**config.mk**
```make
export PLATFORM = sky130hd
export DESIGN_NAME = eth_rx_fcs_check_flat
export DESIGN_NICKNAME = d
export VERILOG_FILES = /design/src/rtl/eth_pkg.sv /design/src/rtl/eth_rx_fcs_check_if.sv /design/src/rtl/eth_rx_fcs_delay.sv /design/src/rtl/eth_rx_fcs_check.sv /design/src/flat_wrapper.sv
export SDC_FILE = /design/constraint.sdc
export NUM_CORES = 1
export LEC_CHECK = 0
export CAP_MARGIN = 20
export CORE_AREA = 4 4 107 109
export CTS_BUF_LIST = sky130_fd_sc_hd__clkbuf_16
export CTS_CLUSTER_DIAMETER = 60
export DETAILED_ROUTE_END_ITERATION = 7
export DIE_AREA = 0 0 111 113
export GPL_TIMING_DRIVEN = 1
export PLACE_DENSITY = 0.79
export REMOVE_ABC_BUFFERS = 1
export SYNTH_ARGS = -nofsm -noshare
export SYNTH_HDL_FRONTEND = slang
export SYNTH_SLANG_ARGS = --single-unit
```
**constraint.sdc**
```tcl
create_clock -name clk -period 3.95 [get_ports clk]
set_clock_uncertainty 0.15 [all_clocks]
set_input_delay 0.9875 -clock clk [delete_from_list [all_inputs] [get_ports clk]]
set_output_delay 0.9875 -clock clk [all_outputs]
set_load 0.02 [all_outputs]
```
**src/rtl/eth_pkg.sv**
```systemverilog
// Shared constants, FSM state type and byte-wide CRC-32 step for the Ethernet RX FCS checker.
package eth_pkg;

  localparam int unsigned BYTE_W      = 8;
  localparam int unsigned LEN_W       = 16;
  localparam int unsigned DELAY_DEPTH = 5;
  localparam int unsigned DLY_CNT_W   = $clog2(DELAY_DEPTH + 1);

  localparam logic [31:0] CRC_INIT    = 32'hFFFFFFFF;
  localparam logic [31:0] CRC_RESIDUE = 32'hC704DD7B;
  localparam logic [31:0] CRC_POLY    = 32'h04C11DB7;

  localparam logic [7:0] ETH_PREAMBLE = 8'h55;
  localparam logic [7:0] ETH_SFD      = 8'hD5;

  typedef enum logic [2:0] {
    ST_IDLE,
    ST_PRE,
    ST_DATA,
    ST_END,
    ST_DROP
  } rx_state_e;

  // MSB-first register with rxd[0] shifted in first; a clean frame leaves CRC_RESIDUE
  function automatic logic [31:0] crc32_d8_next(input logic [7:0] data, input logic [31:0] crc);
    logic [31:0] c;
    c = crc;
    for (int i = 0; i < 8; i++) begin
      if (c[31] ^ data[i]) c = {c[30:0], 1'b0} ^ CRC_POLY;
      else                 c = {c[30:0], 1'b0};
    end
    return c;
  endfunction

endpackage

```
**src/rtl/eth_rx_fcs_check_if.sv**
```systemverilog
// Payload stream plus per-frame status leaving the RX FCS checker.
interface eth_rx_fcs_check_if;
  import eth_pkg::*;

  logic [BYTE_W-1:0] m_data;
  logic              m_valid;
  logic              m_last;
  logic              frame_done;
  logic              frame_good;
  logic              frame_crc_err;
  logic              frame_runt;
  logic              frame_giant;
  logic              frame_rxer;
  logic [LEN_W-1:0]  frame_len;

  modport master (
    output m_data, m_valid, m_last,
    output frame_done, frame_good, frame_crc_err, frame_runt, frame_giant, frame_rxer, frame_len
  );

  modport slave (
    input m_data, m_valid, m_last,
    input frame_done, frame_good, frame_crc_err, frame_runt, frame_giant, frame_rxer, frame_len
  );

endinterface

```
**src/rtl/eth_rx_fcs_delay.sv**
```systemverilog
// 5-deep byte delay line that hides the trailing FCS: a byte leaves only once four newer bytes exist.
module eth_rx_fcs_delay
  import eth_pkg::*;
(
  input  logic                 clk,
  input  logic                 rst,
  input  logic                 push,
  input  logic                 flush,
  input  logic [BYTE_W-1:0]    din,
  output logic [DLY_CNT_W-1:0] count,
  output logic [BYTE_W-1:0]    m_data,
  output logic                 m_valid,
  output logic                 m_last
);

  logic [BYTE_W-1:0] sr [DELAY_DEPTH];
  logic              full_c;

  assign full_c = (count == DLY_CNT_W'(DELAY_DEPTH));

  always_ff @(posedge clk) begin
    if (push) begin
      sr[0] <= din;
      for (int unsigned i = 1; i < DELAY_DEPTH; i++) sr[i] <= sr[i-1];
    end
  end

  // On flush the oldest entry is the last payload byte; the other four are the FCS and are dropped
  always_ff @(posedge clk) begin
    if (rst) begin
      count   <= '0;
      m_data  <= '0;
      m_valid <= 1'b0;
      m_last  <= 1'b0;
    end else begin
      m_valid <= 1'b0;
      m_last  <= 1'b0;
      if (push) begin
        if (full_c) begin
          m_valid <= 1'b1;
          m_data  <= sr[DELAY_DEPTH-1];
        end else begin
          count <= count + DLY_CNT_W'(1);
        end
      end else if (flush) begin
        if (full_c) begin
          m_valid <= 1'b1;
          m_last  <= 1'b1;
          m_data  <= sr[DELAY_DEPTH-1];
        end
        count <= '0;
      end
    end
  end

endmodule

```
**src/rtl/eth_rx_fcs_check.sv**
```systemverilog
// GMII RX front end: strips preamble/SFD, streams payload without FCS, reports one status per frame.
// Optional ETH_RX_FCS_STATS_EN adds good/bad frame counters.
module eth_rx_fcs_check
  import eth_pkg::*;
#(
  parameter int unsigned MIN_BYTES = 64,
  parameter int unsigned MAX_BYTES = 1522
) (
  input  logic              clk,
  input  logic              rst,
  input  logic [BYTE_W-1:0] gmii_rxd,
  input  logic              gmii_rx_dv,
  input  logic              gmii_rx_er,
  eth_rx_fcs_check_if.master rx
`ifdef ETH_RX_FCS_STATS_EN
  ,
  output logic [31:0]       stat_good_cnt,
  output logic [31:0]       stat_bad_cnt
`endif
);

  rx_state_e            state;
  logic [31:0]          crc;
  logic [LEN_W-1:0]     len;
  logic                 rxer;
  logic [DLY_CNT_W-1:0] dly_count;

  logic dly_push_c, dly_flush_c;
  logic crc_bad_c, runt_c, giant_c;

  assign dly_push_c  = (state == ST_DATA) && gmii_rx_dv;
  assign dly_flush_c = (state == ST_DATA) && !gmii_rx_dv;

  // A frame that never filled the delay line (4 bytes or fewer) has no payload and is always a runt
  always_comb begin
    crc_bad_c = (crc != CRC_RESIDUE);
    runt_c    = (32'(len) < MIN_BYTES) || (dly_count != DLY_CNT_W'(DELAY_DEPTH));
    giant_c   = (32'(len) > MAX_BYTES);
  end

  eth_rx_fcs_delay u_delay (
    .clk     (clk),
    .rst     (rst),
    .push    (dly_push_c),
    .flush   (dly_flush_c),
    .din     (gmii_rxd),
    .count   (dly_count),
    .m_data  (rx.m_data),
    .m_valid (rx.m_valid),
    .m_last  (rx.m_last)
  );

  always_ff @(posedge clk) begin
    if (rst) begin
      state            <= ST_IDLE;
      crc              <= CRC_INIT;
      len              <= '0;
      rxer             <= 1'b0;
      rx.frame_done    <= 1'b0;
      rx.frame_good    <= 1'b0;
      rx.frame_crc_err <= 1'b0;
      rx.frame_runt    <= 1'b0;
      rx.frame_giant   <= 1'b0;
      rx.frame_rxer    <= 1'b0;
      rx.frame_len     <= '0;
    end else begin
      rx.frame_done    <= 1'b0;
      rx.frame_good    <= 1'b0;
      rx.frame_crc_err <= 1'b0;
      rx.frame_runt    <= 1'b0;
      rx.frame_giant   <= 1'b0;
      rx.frame_rxer    <= 1'b0;
      rx.frame_len     <= '0;
      unique case (state)
        // END doubles as the inter-frame gap, so it may start the next preamble directly
        ST_IDLE, ST_END: begin
          if (gmii_rx_dv && gmii_rxd == ETH_PREAMBLE) state <= ST_PRE;
          else                                        state <= ST_IDLE;
        end
        ST_PRE: begin
          if (!gmii_rx_dv) begin
            state <= ST_IDLE;
          end else if (gmii_rxd == ETH_SFD) begin
            state <= ST_DATA;
            crc   <= CRC_INIT;
            len   <= '0;
            rxer  <= 1'b0;
          end else if (gmii_rxd != ETH_PREAMBLE) begin
            state <= ST_DROP;
          end
        end
        ST_DATA: begin
          if (gmii_rx_dv) begin
            crc  <= crc32_d8_next(gmii_rxd, crc);
            len  <= (len == '1) ? len : len + LEN_W'(1);
            rxer <= rxer | gmii_rx_er;
          end else begin
            state            <= ST_END;
            rx.frame_done    <= 1'b1;
            rx.frame_crc_err <= crc_bad_c;
            rx.frame_runt    <= runt_c;
            rx.frame_giant   <= giant_c;
            rx.frame_rxer    <= rxer;
            rx.frame_good    <= !(crc_bad_c || runt_c || giant_c || rxer);
            rx.frame_len     <= len;
          end
        end
        ST_DROP: begin
          if (!gmii_rx_dv) state <= ST_IDLE;
        end
        default: state <= ST_IDLE;
      endcase
    end
  end

`ifdef ETH_RX_FCS_STATS_EN
  always_ff @(posedge clk) begin
    if (rst) begin
      stat_good_cnt <= '0;
      stat_bad_cnt  <= '0;
    end else if (rx.frame_done) begin
      if (rx.frame_good) stat_good_cnt <= stat_good_cnt + 32'd1;
      else               stat_bad_cnt  <= stat_bad_cnt + 32'd1;
    end
  end
`endif

endmodule

```
**src/flat_wrapper.sv**
```systemverilog
// flat-port wrapper written by rule: the top's interface ports become plain ports
module eth_rx_fcs_check_flat import eth_pkg::*;
#(
  parameter int unsigned MIN_BYTES = 64,
  parameter int unsigned MAX_BYTES = 1522
)
  (clk, rst, gmii_rxd, gmii_rx_dv, gmii_rx_er, rx_m_data, rx_m_valid, rx_m_last, rx_frame_done, rx_frame_good, rx_frame_crc_err, rx_frame_runt, rx_frame_giant, rx_frame_rxer, rx_frame_len);
  eth_rx_fcs_check_if rx_i ();
  input  logic clk;
  input  logic rst;
  input  logic [BYTE_W-1:0] gmii_rxd;
  input  logic gmii_rx_dv;
  input  logic gmii_rx_er;
  output wire logic [$bits(rx_i.m_data)-1:0] rx_m_data;
  output wire logic [$bits(rx_i.m_valid)-1:0] rx_m_valid;
  output wire logic [$bits(rx_i.m_last)-1:0] rx_m_last;
  output wire logic [$bits(rx_i.frame_done)-1:0] rx_frame_done;
  output wire logic [$bits(rx_i.frame_good)-1:0] rx_frame_good;
  output wire logic [$bits(rx_i.frame_crc_err)-1:0] rx_frame_crc_err;
  output wire logic [$bits(rx_i.frame_runt)-1:0] rx_frame_runt;
  output wire logic [$bits(rx_i.frame_giant)-1:0] rx_frame_giant;
  output wire logic [$bits(rx_i.frame_rxer)-1:0] rx_frame_rxer;
  output wire logic [$bits(rx_i.frame_len)-1:0] rx_frame_len;
  assign rx_m_data = rx_i.m_data;
  assign rx_m_valid = rx_i.m_valid;
  assign rx_m_last = rx_i.m_last;
  assign rx_frame_done = rx_i.frame_done;
  assign rx_frame_good = rx_i.frame_good;
  assign rx_frame_crc_err = rx_i.frame_crc_err;
  assign rx_frame_runt = rx_i.frame_runt;
  assign rx_frame_giant = rx_i.frame_giant;
  assign rx_frame_rxer = rx_i.frame_rxer;
  assign rx_frame_len = rx_i.frame_len;
  eth_rx_fcs_check #(.MIN_BYTES(MIN_BYTES), .MAX_BYTES(MAX_BYTES)) u_core (.clk(clk), .rst(rst), .gmii_rxd(gmii_rxd), .gmii_rx_dv(gmii_rx_dv), .gmii_rx_er(gmii_rx_er), .rx(rx_i));
endmodule
```
==> run_results.csv <==
group,metric,value,unit
clock_tree,path_clk_slew,0.06,ns
worst_setup_path,crit_type,"in -> reg",
yosys,synth.ff_latch_count,127,
clock_tree,cts_bufs_inserted,17,
yosys,netlist_area,5450,µm²
die,fp.dieArea,12500,µm²
yosys,synth_async_sr_flop_share,0,%
drt,route.top_layer_used,"met4",
layout,mostFrequentLayoutCells,"87 x dfxtp_1, 43 x clkdlybuf4s50_1, 40 x edfxtp_1",
yosys,ys_warnings,0,
layout,final_core_utilization,62.8,%
die,floorplan.die.height,113,µm
drt,vias,3883,
drt,viasPerCell,5.64,
yosys,syn_avg_cell_area,11.2,µm²
clock_tree,clockBufferDepth,2,
global_route,global_route.overflow_total,0,
layout,number_of_nets_in_the_layout,551,
die,placementRows,38,
die,die_w,111,µm
sta,timing.final.ws_setup,0.641,ns
layout,post_route_cells_drive_above_1_share,11.1,%
sta,timing_max_transition_violations_final,0,
worst_hold_path,hold_path_class,"reg -> reg",
worst_setup_path,cpMaxStageDelayCell,"clkdlybuf4s50_1",
die,core,10600,µm²
global_route,grt_pass1_vias,3830,
worst_setup_path,critical-path-max-stage-delay,0.67,ns
job,maxCapViolCount,0,
sta,totalNegativeSetupSlack,0,ns
yosys,yosys-top-cells-area,"dfxtp_1 32%, edfxtp_1 22%, xnor2_1 5.9%",
worst_setup_path,setup.worst_path.start_class,"input pin",
place,io_buffers,43,
clock_tree,clock_latency,0.41,ns
sta,final.min_clock_period,3.31,ns
yosys,synth.distinct_cells,57,
power_and_ir_drop,total_power,3.08,mW
yosys,primary_flip_flop_cell_chosen_by_synthesis_mapping,"dfxtp_1",
layout,nFillCells,818,
global_route,antenna_found_initial,0,
worst_setup_path,critical_path.n_buffers_inverters,2,
layout,leading_cell_type_in_the_layout_fill_and_taps_excluded,"dfxtp_1",
drt,routed-wl-met3,703,µm
clock_tree,cts-resized-gates,0,
drt,drcViolationCount,0,
drt,drt-wirelength-per-cell,16.8,µm
yosys,synth_sequential_area_ratio,54.0,%
place,gpl_congestion,0.902,
worst_setup_path,end_kind,"register",
drt,route.layer.met1.wl,4680,µm
sta,maxClockFrequency,302,MHz
clock_tree,cts_root_buffer,"clkbuf_16",
worst_setup_path,required,4.08,ns
drt,routed-wl-met2,5970,µm
power_and_ir_drop,vdd_drop_max,0.221,mV
clock_tree,clock_tree_from_tritoncts,"done",
yosys,netlist.top_cell.by_area,"dfxtp_1",
sta,slew_headroom,37.5,%
worst_setup_path,worst_ep_arrival_time,3.44,ns
drt,initialDrtViolationCount,224,
sta,finalHoldViolations,0,
yosys,synthesis.instances,485,
status,status,"completed",
die,top_level_ports,44,
sta,hold-worst-slack,0.266,ns
global_route,grt_pass1_wl,18800,µm
yosys,synth_top_area_share,32.0,%
layout,area_growth,22.3,%
sta,rsz0062_at_grt,"false",
clock_tree,h-tree-depth,4,
drt,drt.antenna.violating_nets,0,
worst_setup_path,timing.critical_path.max_delay_family,"simple AND/OR/NAND/NOR gates",
power_and_ir_drop,cellLeakagePower,2.40,nW
drt,wl,11500,µm
sta,setup_viol,0,
worst_setup_path,cp_max_fo,28,
yosys,synth-edff-count,40,
worst_setup_path,crit_path_cells,"clkdlybuf4s50_1 > nand4b_1 > nor3_1 > o21ai_2 > buf_4 > nor4_1 > a311oi_2",
place,post-place-ws,0.267,ns
drt,firstDrtPassIters,5,
power_and_ir_drop,power.density_cell_area,462,nW/µm²
place,detailed_place_hpwl,7720,µm
clock_tree,cts_hold_buf,0,
clock_tree,clock-sinks,127,
sta,tightestPinTransition,0.938,ns
sta,final_min_period_over_clock_period,83.8,%
die,start_util,51.4,%
global_route,grt_use_total,18.9,%
layout,ant_cells,0,
clock_tree,cts_setup_buffers,0,
global_route,grt_start_max_net_pins,42,
[where the power goes]
part	switching (mW)	internal (mW)
sequential	0.0000281	1.34
clock	0.592	0.949
combinational	0.0901	0.105
[layer usage]
metal	vias up	GRT usage [%]
met5	-	0
met4	0	8.54
met3	17	4.76
met2	134	32.8
met1	1874	22.3
li1	1858	-
[sequential cells by signal (all words and copies together) (netlist names), 3 cells and up]
signal and cells:
u_core.len 16, u_core.u_delay.m_data 8, u_core.u_delay.sr 40, u_core.u_delay.count 3, u_core.state 3, u_core.crc 32
u_core.rx.frame_len 16
[cell families (layout without fill, tap and decap cells)]
family	after synthesis	after routing	synth area share [%]
flops	127	127	54.0
buf+inv	35	98	2.50
fa+ha+maj	4	4	0.919
xor+xnor	63	63	15.9
compound gates	92	92	10.4
simple gates	160	160	15.5
mux	4	4	0.781
[final cells by class]
type	instances	area (µm²)	area share (%)
Sequential cell	127	2940	44.2
Multi-Input combinational cell	323	2370	35.6
Timing Repair Buffer	55	533	8.00
Clock buffer	19	475	7.14
Tap cell	140	175	2.63
Clock inverter	13	123	1.84
Inverter	11	41.3	0.620
[metrics by stage]
stage	instances	cell area, µm²
finish	688	6660
CTS	688	6660
global route	688	6660
floorplan	461	5350
global placement	656	6060
detailed placement	656	6060
[final timing paths]
kind | slack (ns) | to | start | cells past startpoint
worst min register to register | 0.27 | u_core.u_delay.sr[0][19] | u_core.u_delay.sr[0][11] | 0
worst max-delay path | 0.64 | u_core.crc[9] | gmii_rxd[0] | 7
worst min-delay path | 0.27 | u_core.u_delay.sr[0][19] | u_core.u_delay.sr[0][11] | 0
worst max register to register | 1.35 | u_core.len[9] | u_core.state[2] | 5
[cell usage after synthesis, types with 3 or more instances]
cell type / number
xnor2_1: 37
or4_1: 12
xnor2_2: 6
o21ai_1: 3
ha_1: 4
a221o_1: 3
nor3_1: 19
nor2b_1: 3
nor2_1: 32
and2_1: 15
edfxtp_1: 40
o31ai_1: 9
xnor3_1: 11
nand4_1: 8
a21oi_1: 37
dfxtp_1: 87
nand3_1: 8
nor4b_1: 3
clkbuf_1: 18
inv_1: 11
nand2_1: 37
o21ai_0: 20
nor4_1: 6
o22ai_1: 7
buf_2: 4
Power figures use the tool's default switching activity.
